### config.mk
export PLATFORM = sky130hd
export DESIGN_NAME = instruction_fetcher
export DESIGN_NICKNAME = d
export VERILOG_FILES = /design/src/rtl/instruction_fetcher_pkg.sv /design/src/rtl/branch_predictor.sv /design/src/rtl/instruction_fetcher.sv
export SDC_FILE = /design/constraint.sdc
export NUM_CORES = 2
export LEC_CHECK = 0
export CAP_MARGIN = 20
export CORE_MARGIN = 2
export CORE_UTILIZATION = 34
export DETAILED_ROUTE_END_ITERATION = 12
export HOLD_SLACK_MARGIN = 0.08
export PLACE_DENSITY = 0.51
export SETUP_SLACK_MARGIN = 0.3
export SYNTH_ARGS = -nofsm -noshare
export SYNTH_HDL_FRONTEND = slang
export SYNTH_SLANG_ARGS = --single-unit
export TNS_END_PERCENT = 100
### constraint.sdc
create_clock -name clk -period 42.2 [get_ports clk]
set_input_delay 8.44 -clock clk [delete_from_list [all_inputs] [get_ports clk]]
set_output_delay 8.44 -clock clk [all_outputs]
set_load 0.02 [all_outputs]
### src/rtl/instruction_fetcher_pkg.sv
// Shared configuration for the instruction fetcher: queue and predictor
// sizing defaults, RV32 control-flow opcodes, FSM state type, queue entry
// layout and the immediate decoders used by the next-pc predecode.
package instruction_fetcher_pkg;

    localparam int IQ_DEPTH_DEFAULT = 16;
    localparam int BHT_SIZE_DEFAULT = 256;

    localparam logic [6:0] OPC_JAL    = 7'b1101111;
    localparam logic [6:0] OPC_JALR   = 7'b1100111;
    localparam logic [6:0] OPC_BRANCH = 7'b1100011;

    typedef enum logic {
        ST_IDLE,
        ST_WAIT
    } fetch_state_e;

    typedef struct packed {
        logic [31:0] instr;
        logic [31:0] pc;
        logic        jumped;
    } iq_entry_t;

    function automatic logic [31:0] imm_j(input logic [31:0] instr);
        return {{12{instr[31]}}, instr[19:12], instr[20], instr[30:21], 1'b0};
    endfunction

    function automatic logic [31:0] imm_b(input logic [31:0] instr);
        return {{20{instr[31]}}, instr[7], instr[30:25], instr[11:8], 1'b0};
    endfunction

endpackage

### src/rtl/branch_predictor.sv
// Branch history table of 2-bit saturating counters.
// Ports:
//   clk, rst         clock, asynchronous active-high reset (counters -> 2'b01)
//   rdy              global enable; updates only happen while high
//   rd_idx           read index; taken = MSB of the addressed counter
//   upd_valid/idx/taken  committed branch outcome to train the table
// The read is a plain combinational lookup of the current array, so a read
// and an update of the same index in one cycle sees the pre-update value.
module branch_predictor
    import instruction_fetcher_pkg::*;
#(
    parameter int BHT_SIZE = BHT_SIZE_DEFAULT,
    parameter int IDX_W    = $clog2(BHT_SIZE)
) (
    input  logic             clk,
    input  logic             rst,
    input  logic             rdy,
    input  logic [IDX_W-1:0] rd_idx,
    input  logic             upd_valid,
    input  logic [IDX_W-1:0] upd_idx,
    input  logic             upd_taken,
    output logic             taken
);

    logic [BHT_SIZE-1:0][1:0] bht;

    always_ff @(posedge clk or posedge rst) begin
        if (rst) begin
            bht <= {BHT_SIZE{2'b01}};
        end else if (rdy && upd_valid) begin
            if (upd_taken) begin
                if (bht[upd_idx] != 2'b11) bht[upd_idx] <= bht[upd_idx] + 2'd1;
            end else begin
                if (bht[upd_idx] != 2'b00) bht[upd_idx] <= bht[upd_idx] - 2'd1;
            end
        end
    end

    assign taken = bht[rd_idx][1];

endmodule

### src/rtl/instruction_fetcher.sv
// Instruction fetcher: one-outstanding-request icache fetch FSM, predecode of
// JAL / conditional branches for next-pc selection, instruction queue and a
// registered issue stage.
// Ports:
//   clk, rst, rdy                      clock, async active-high reset, global enable
//   icache_req_valid, icache_addr      fetch request (one-cycle pulse) and address
//   icache_resp_valid, icache_instr    fetch response
//   stall                              downstream back-pressure
//   flush, flush_pc                    misprediction redirect
//   bp_update_valid/pc/taken           committed branch outcome for the BHT
//   instr_out_valid, instr_out, pc_out, jumped_out   issued instruction
//
// state   | meaning
// ST_IDLE | no request outstanding; issue one when the queue has room
// ST_WAIT | one request outstanding; drop set means its response is stale
module instruction_fetcher
    import instruction_fetcher_pkg::*;
#(
    parameter int IQ_DEPTH = IQ_DEPTH_DEFAULT,
    parameter int BHT_SIZE = BHT_SIZE_DEFAULT
) (
    input  logic        clk,
    input  logic        rst,
    input  logic        rdy,
    output logic        icache_req_valid,
    output logic [31:0] icache_addr,
    input  logic        icache_resp_valid,
    input  logic [31:0] icache_instr,
    input  logic        stall,
    input  logic        flush,
    input  logic [31:0] flush_pc,
    input  logic        bp_update_valid,
    input  logic [31:0] bp_update_pc,
    input  logic        bp_update_taken,
    output logic        instr_out_valid,
    output logic [31:0] instr_out,
    output logic [31:0] pc_out,
    output logic        jumped_out
);

    localparam int PTR_W = $clog2(IQ_DEPTH);
    localparam int CNT_W = PTR_W + 1;
    localparam int IDX_W = $clog2(BHT_SIZE);

    fetch_state_e     state, state_nxt;
    logic             drop, drop_nxt;
    logic             req_nxt;
    logic [31:0]      fetch_pc, fetch_pc_nxt;
    logic [31:0]      resp_next_pc;
    iq_entry_t        push_entry;
    iq_entry_t        iq_mem [IQ_DEPTH];
    logic [PTR_W-1:0] wr_ptr, rd_ptr;
    logic [CNT_W-1:0] count;
    logic             push, pop;
    logic             bp_taken;
    logic             unused_bp_pc_bits;

    assign unused_bp_pc_bits = ^{bp_update_pc[31:IDX_W+2], bp_update_pc[1:0]};

    branch_predictor #(.BHT_SIZE(BHT_SIZE)) u_branch_predictor (
        .clk       (clk),
        .rst       (rst),
        .rdy       (rdy),
        .rd_idx    (fetch_pc[IDX_W+1:2]),
        .upd_valid (bp_update_valid),
        .upd_idx   (bp_update_pc[IDX_W+1:2]),
        .upd_taken (bp_update_taken),
        .taken     (bp_taken)
    );

    assign icache_addr = {fetch_pc[31:2], 2'b00};

    // Predecode of the returning word: the entry is tagged with the pc it was
    // fetched from, and the next fetch pc follows the predicted path.
    always_comb begin
        push_entry.instr  = icache_instr;
        push_entry.pc     = fetch_pc;
        push_entry.jumped = 1'b0;
        resp_next_pc      = fetch_pc + 32'd4;
        case (icache_instr[6:0])
            OPC_JAL: begin
                resp_next_pc      = fetch_pc + imm_j(icache_instr);
                push_entry.jumped = 1'b1;
            end
            OPC_BRANCH: begin
                if (bp_taken) begin
                    resp_next_pc      = fetch_pc + imm_b(icache_instr);
                    push_entry.jumped = 1'b1;
                end
            end
            OPC_JALR: resp_next_pc = fetch_pc + 32'd4;
            default:  resp_next_pc = fetch_pc + 32'd4;
        endcase
    end

    always_comb begin
        state_nxt    = state;
        drop_nxt     = drop;
        req_nxt      = 1'b0;
        fetch_pc_nxt = fetch_pc;
        push         = 1'b0;
        if (!rdy) begin
            req_nxt = icache_req_valid;
        end else if (flush) begin
            fetch_pc_nxt = flush_pc;
            // A request still in flight must be waited out and its data thrown
            // away; a response landing on the flush cycle is simply consumed.
            if (state == ST_WAIT && !icache_resp_valid) begin
                state_nxt = ST_WAIT;
                drop_nxt  = 1'b1;
            end else begin
                state_nxt = ST_IDLE;
                drop_nxt  = 1'b0;
            end
        end else begin
            case (state)
                ST_IDLE: begin
                    if (count < CNT_W'(IQ_DEPTH)) begin
                        state_nxt = ST_WAIT;
                        req_nxt   = 1'b1;
                    end
                end
                ST_WAIT: begin
                    if (icache_resp_valid) begin
                        state_nxt = ST_IDLE;
                        drop_nxt  = 1'b0;
                        if (!drop) begin
                            push         = 1'b1;
                            fetch_pc_nxt = resp_next_pc;
                        end
                    end
                end
                default: state_nxt = ST_IDLE;
            endcase
        end
    end

    assign pop = rdy && !flush && !stall && (count != '0);

    always_ff @(posedge clk) begin
        if (push) iq_mem[wr_ptr] <= push_entry;
    end

    always_ff @(posedge clk or posedge rst) begin
        if (rst) begin
            state            <= ST_IDLE;
            drop             <= 1'b0;
            icache_req_valid <= 1'b0;
            fetch_pc         <= '0;
            wr_ptr           <= '0;
            rd_ptr           <= '0;
            count            <= '0;
            instr_out_valid  <= 1'b0;
            instr_out        <= '0;
            pc_out           <= '0;
            jumped_out       <= 1'b0;
        end else begin
            state            <= state_nxt;
            drop             <= drop_nxt;
            icache_req_valid <= req_nxt;
            fetch_pc         <= fetch_pc_nxt;
            if (rdy) begin
                if (flush) begin
                    wr_ptr          <= '0;
                    rd_ptr          <= '0;
                    count           <= '0;
                    instr_out_valid <= 1'b0;
                end else begin
                    instr_out_valid <= pop;
                    if (push) wr_ptr <= wr_ptr + 1'b1;
                    if (pop) begin
                        rd_ptr     <= rd_ptr + 1'b1;
                        instr_out  <= iq_mem[rd_ptr].instr;
                        pc_out     <= iq_mem[rd_ptr].pc;
                        jumped_out <= iq_mem[rd_ptr].jumped;
                    end
                    if (push && !pop) count <= count + 1'b1;
                    else if (pop && !push) count <= count - 1'b1;
                end
            end
        end
    end

endmodule

==> insert_results.sql <==
INSERT INTO impl_metrics (metric_group, metric, value, unit) VALUES
('cells_and_area', 'num-nets-final', '5244', ''),
('power', 'peakVddDrop', '0.04361', 'mV'),
('place', 'hpwl', '128900', 'microns'),
('yosys', 'post_synth_inst_count', '4918', ''),
('yosys', 'yosysWarnings', '0', ''),
('die', 'die_width', '469.1', 'microns'),
('die', 'chipHeight', '469.1', 'microns'),
('setup_path', 'timing.rr.start', 'fetch_pc[2]', ''),
('yosys', 'syn_avg_cell_area', '14.95', 'sq um'),
('power', 'power.switching', '1.265', 'mW'),
('setup_path', 'reg2reg_setup_slack', '35480', 'ps'),
('yosys', 'synth_enable_flop_cells', '1040', ''),
('die', 'num_rows', '170', ''),
('setup_path', 'timing.critical_path.slowest_cell_delay', '870', 'ps'),
('place', 'finalWeightedCongestion', '0.8672', ''),
('grt', 'total_global_route_track_usage', '19.69', '%'),
('job', 'max_cap_violations', '0', ''),
('setup_path', 'series_of_cell_instances_along_the_critical_path', 'buf_6 > buf_4 > buf_4 > mux4_2 > mux4_2 > mux4_2 > a22oi_1 > and3_2 > inv_6 > ha_1 > mux2i_1 > and3_1 > nand2_1 > nor2_1 > nand2_1 > nand2_1 > o21ai_0', ''),
('drt', 'drcViolationCount', '0', ''),
('die', 'die_outline_area', '220000', 'sq um'),
('outcome', 'status', 'finished, final reports clean', ''),
('setup_path', 'family_with_the_most_delay_on_the_worst_path', 'simple AND/OR/NAND/NOR gates', ''),
('setup_path', 'reg2reg_depth', '14', ''),
('yosys', 'ys_async_sr_fraction', '37.58', '%'),
('place', 'dpl.cell_count', '7735', ''),
('power', 'power.density_cell_area', '52.12', 'nW/um^2'),
('die', 'core_area', '214800', 'sq um'),
('yosys', 'synthesis.area', '73530', 'sq um'),
('power', 'power.sequential.fraction', '43.3', '%'),
('timing', 'achievable-frequency', '69.51', 'MHz'),
('clock_network', 'clock_insertion_delay_worst_skew', '850', 'ps'),
('yosys', 'synth_sequential_area_ratio', '64.21', '%'),
('setup_path', 'path_max_fanout', '71', ''),
('drt', 'viasPerCell', '5.377', ''),
('power', 'static-leakage-power', '28.87', 'nW'),
('timing', 'timing.slew.headroom', '20.92', '%'),
('die', 'initial_core_utilization', '34.23', '%'),
('yosys', 'synth_flop_cell', 'sky130_fd_sc_hd__edfxtp_1', ''),
('clock_network', 'clk_pin_slew', '60', 'ps'),
('cells_and_area', 'layout.cells.most_common', 'sky130_fd_sc_hd__edfxtp_1', ''),
('timing', 'setup_viol_count_final', '0', ''),
('power', 'p_int', '3.149', 'mW'),
('clock_network', 'cts_post_setup_buffers_inserted', '0', ''),
('clock_network', 'cts_htree_levels', '4', ''),
('setup_path', 'critical_path_class', 'in -> reg', ''),
('setup_path', 'critical_path.reg2reg.endpoint', 'fetch_pc[26]', ''),
('grt', 'globalRoute.totalOverflow', '0', ''),
('timing', 'post_layout_worst_setup_margin', '27810', 'ps'),
('timing', 'finalSetupTns', '0', 'ps'),
('cells_and_area', 'layoutNonFillerInstCount', '8082', ''),
('setup_path', 'critPathRequiredTime', '42850', 'ps'),
('timing', 'finalClockSkew', '88.94', 'ps'),
('place', 'postPlaceCellArea', '78660', 'sq um'),
('power', 'total_power', '4.414', 'mW'),
('power', 'swShare', '28.67', '%'),
('setup_path', 'cp_max_stage_cell', 'sky130_fd_sc_hd__nor2_1', ''),
('timing', 'hold_viol_final', '0', ''),
('cells_and_area', 'fraction_of_layout_cells_with_a_size_suffix_above_1', '25.28', '%'),
('drt', 'wl_per_cell', '26.86', 'microns'),
('power', 'clock_power_share', '36.1', '%'),
('grt', 'grt_first_pass_wirelength', '316300', 'microns'),
('timing', 'final.period_utilization', '34.09', '%'),
('grt', 'antenna_found_initial', '11', ''),
('drt', 'wirelength', '217100', 'microns'),
('setup_path', 'critPathBufInv', '4', ''),
('timing', 'min_period', '14390', 'ps'),
('timing', 'finalMaxSlewViolations', '0', ''),
('timing', 'timing_worst_slew_pin_value', '1186', 'ps'),
('die', 'num_ports', '203', ''),
('cells_and_area', 'layout.cells.most_common_list', 'sky130_fd_sc_hd__edfxtp_1, sky130_fd_sc_hd__nand2_1, sky130_fd_sc_hd__mux4_2', ''),
('power', 'combPwrFrac', '20.6', '%');
==> synth_stat cells (all sizes together) (4+ instances only) <==
master	n	area share, %
edfxtp	1040	42
nand2	918	4.7
mux4	542	17
o21ai	475	3.2
dfrtp	370	13
dfstp	256	9.1
clkbuf	213	1.1
nor2	194	0.99
a21oi	143	0.97
buf	110	0.95
mux2	70	1.1
ha	54	0.92
mux2i	45	0.61
xnor2	43	0.51
nand3	42	0.29
xor2	41	0.49
nor3	38	0.26
inv	28	0.14
or3	25	0.21
a211oi	20	0.20
a21o	19	0.19
a31oi	17	0.14
nand2b	17	0.14
nand4	16	0.14
o221ai	16	0.19
nor2b	15	0.13
a221oi	13	0.15
and2	11	0.094
and3	11	0.095
or2	11	0.094
nor4	9	0.077
o21bai	9	0.092
o21a	8	0.082
o22ai	8	0.068
o31ai	8	0.082
o211ai	6	0.061
a2111oi	4	0.048
a211o	4	0.048
==> how the worst max path moves through the flow <==
stage,start,cells past startpoint,slack [ps],endpoint
2_1_floorplan,rst,1,16650,count[0]
3_3_place_gp,bp_update_pc[3],17,26650,u_branch_predictor.bht[457]
3_5_place_dp,bp_update_pc[3],17,26650,u_branch_predictor.bht[433]
4_1_cts,bp_update_pc[3],17,27540,u_branch_predictor.bht[457]
5_1_grt,bp_update_pc[3],17,27520,u_branch_predictor.bht[197]
6_report,bp_update_pc[3],17,27810,u_branch_predictor.bht[337]
==> worst register-to-register path, delay by kind of cell, from the launching register on <==
family	cells	cell delay, ps
multiplexers	1	650
AO/OA/AOI/OAI	5	1820
AND/OR/NAND/NOR	3	1040
buffers and inverters	5	2640
flip-flops	1	490
==> per-layer routing <==
| layer | global-route usage (%) | vias to the layer above | routed length [microns] |
|---|---|---|---|
| met4 | 5.371 | 4 | 5805 |
| met2 | 33.50 | 1159 | 108400 |
| met5 | 0 | - | 27 |
| met3 | 2.872 | 309 | 10100 |
| li1 | - | 19040 | - |
| met1 | 26.31 | 22950 | 92750 |
==> stage by stage <==
step,utilization (%),hold slack (ps)
2_1_floorplan,-,440.5
3_3_place_gp,36.56,453.2
3_5_place_dp,36.62,458.9
4_1_cts,39.41,467.4
5_1_grt,39.43,489.0
6_report,39.43,463.1
==> power groups by stage <==
stage | clock [mW] | combinational, mW | sequential [mW]
final | 1.59 | 0.910 | 1.91
after global routing | 1.70 | 0.981 | 1.92
after CTS | 1.63 | 0.921 | 1.91
after detailed placement | 0 | 0.918 | 1.95
after global placement | 0 | 0.915 | 1.94
after floorplan | 0 | 0.591 | 1.95
==> cells by family after synthesis <==
logic type / share of synthesized area, %
DFF: 64.21
and+or+nand+nor: 7.323
AOI/OAI and AO/OA: 5.981
muxes: 18.28
buffers and inverters: 2.195
xor gates and xnor gates: 1.001
adders and majority gates: 1.001
other: 0.005100
==> layout make-up <==
cell class | count | area [sq um]
Tap cell | 2838 | 3551
Inverter | 30 | 125.1
Clock inverter | 77 | 940.9
Sequential cell | 1666 | 47240
Multi-Input combinational cell | 2900 | 24960
Antenna cell | 3 | 7.507
Fill cell | 19820 | 130100
Timing Repair Buffer | 304 | 2803
Clock buffer | 264 | 5071
(Power assumes the default switching activity.)
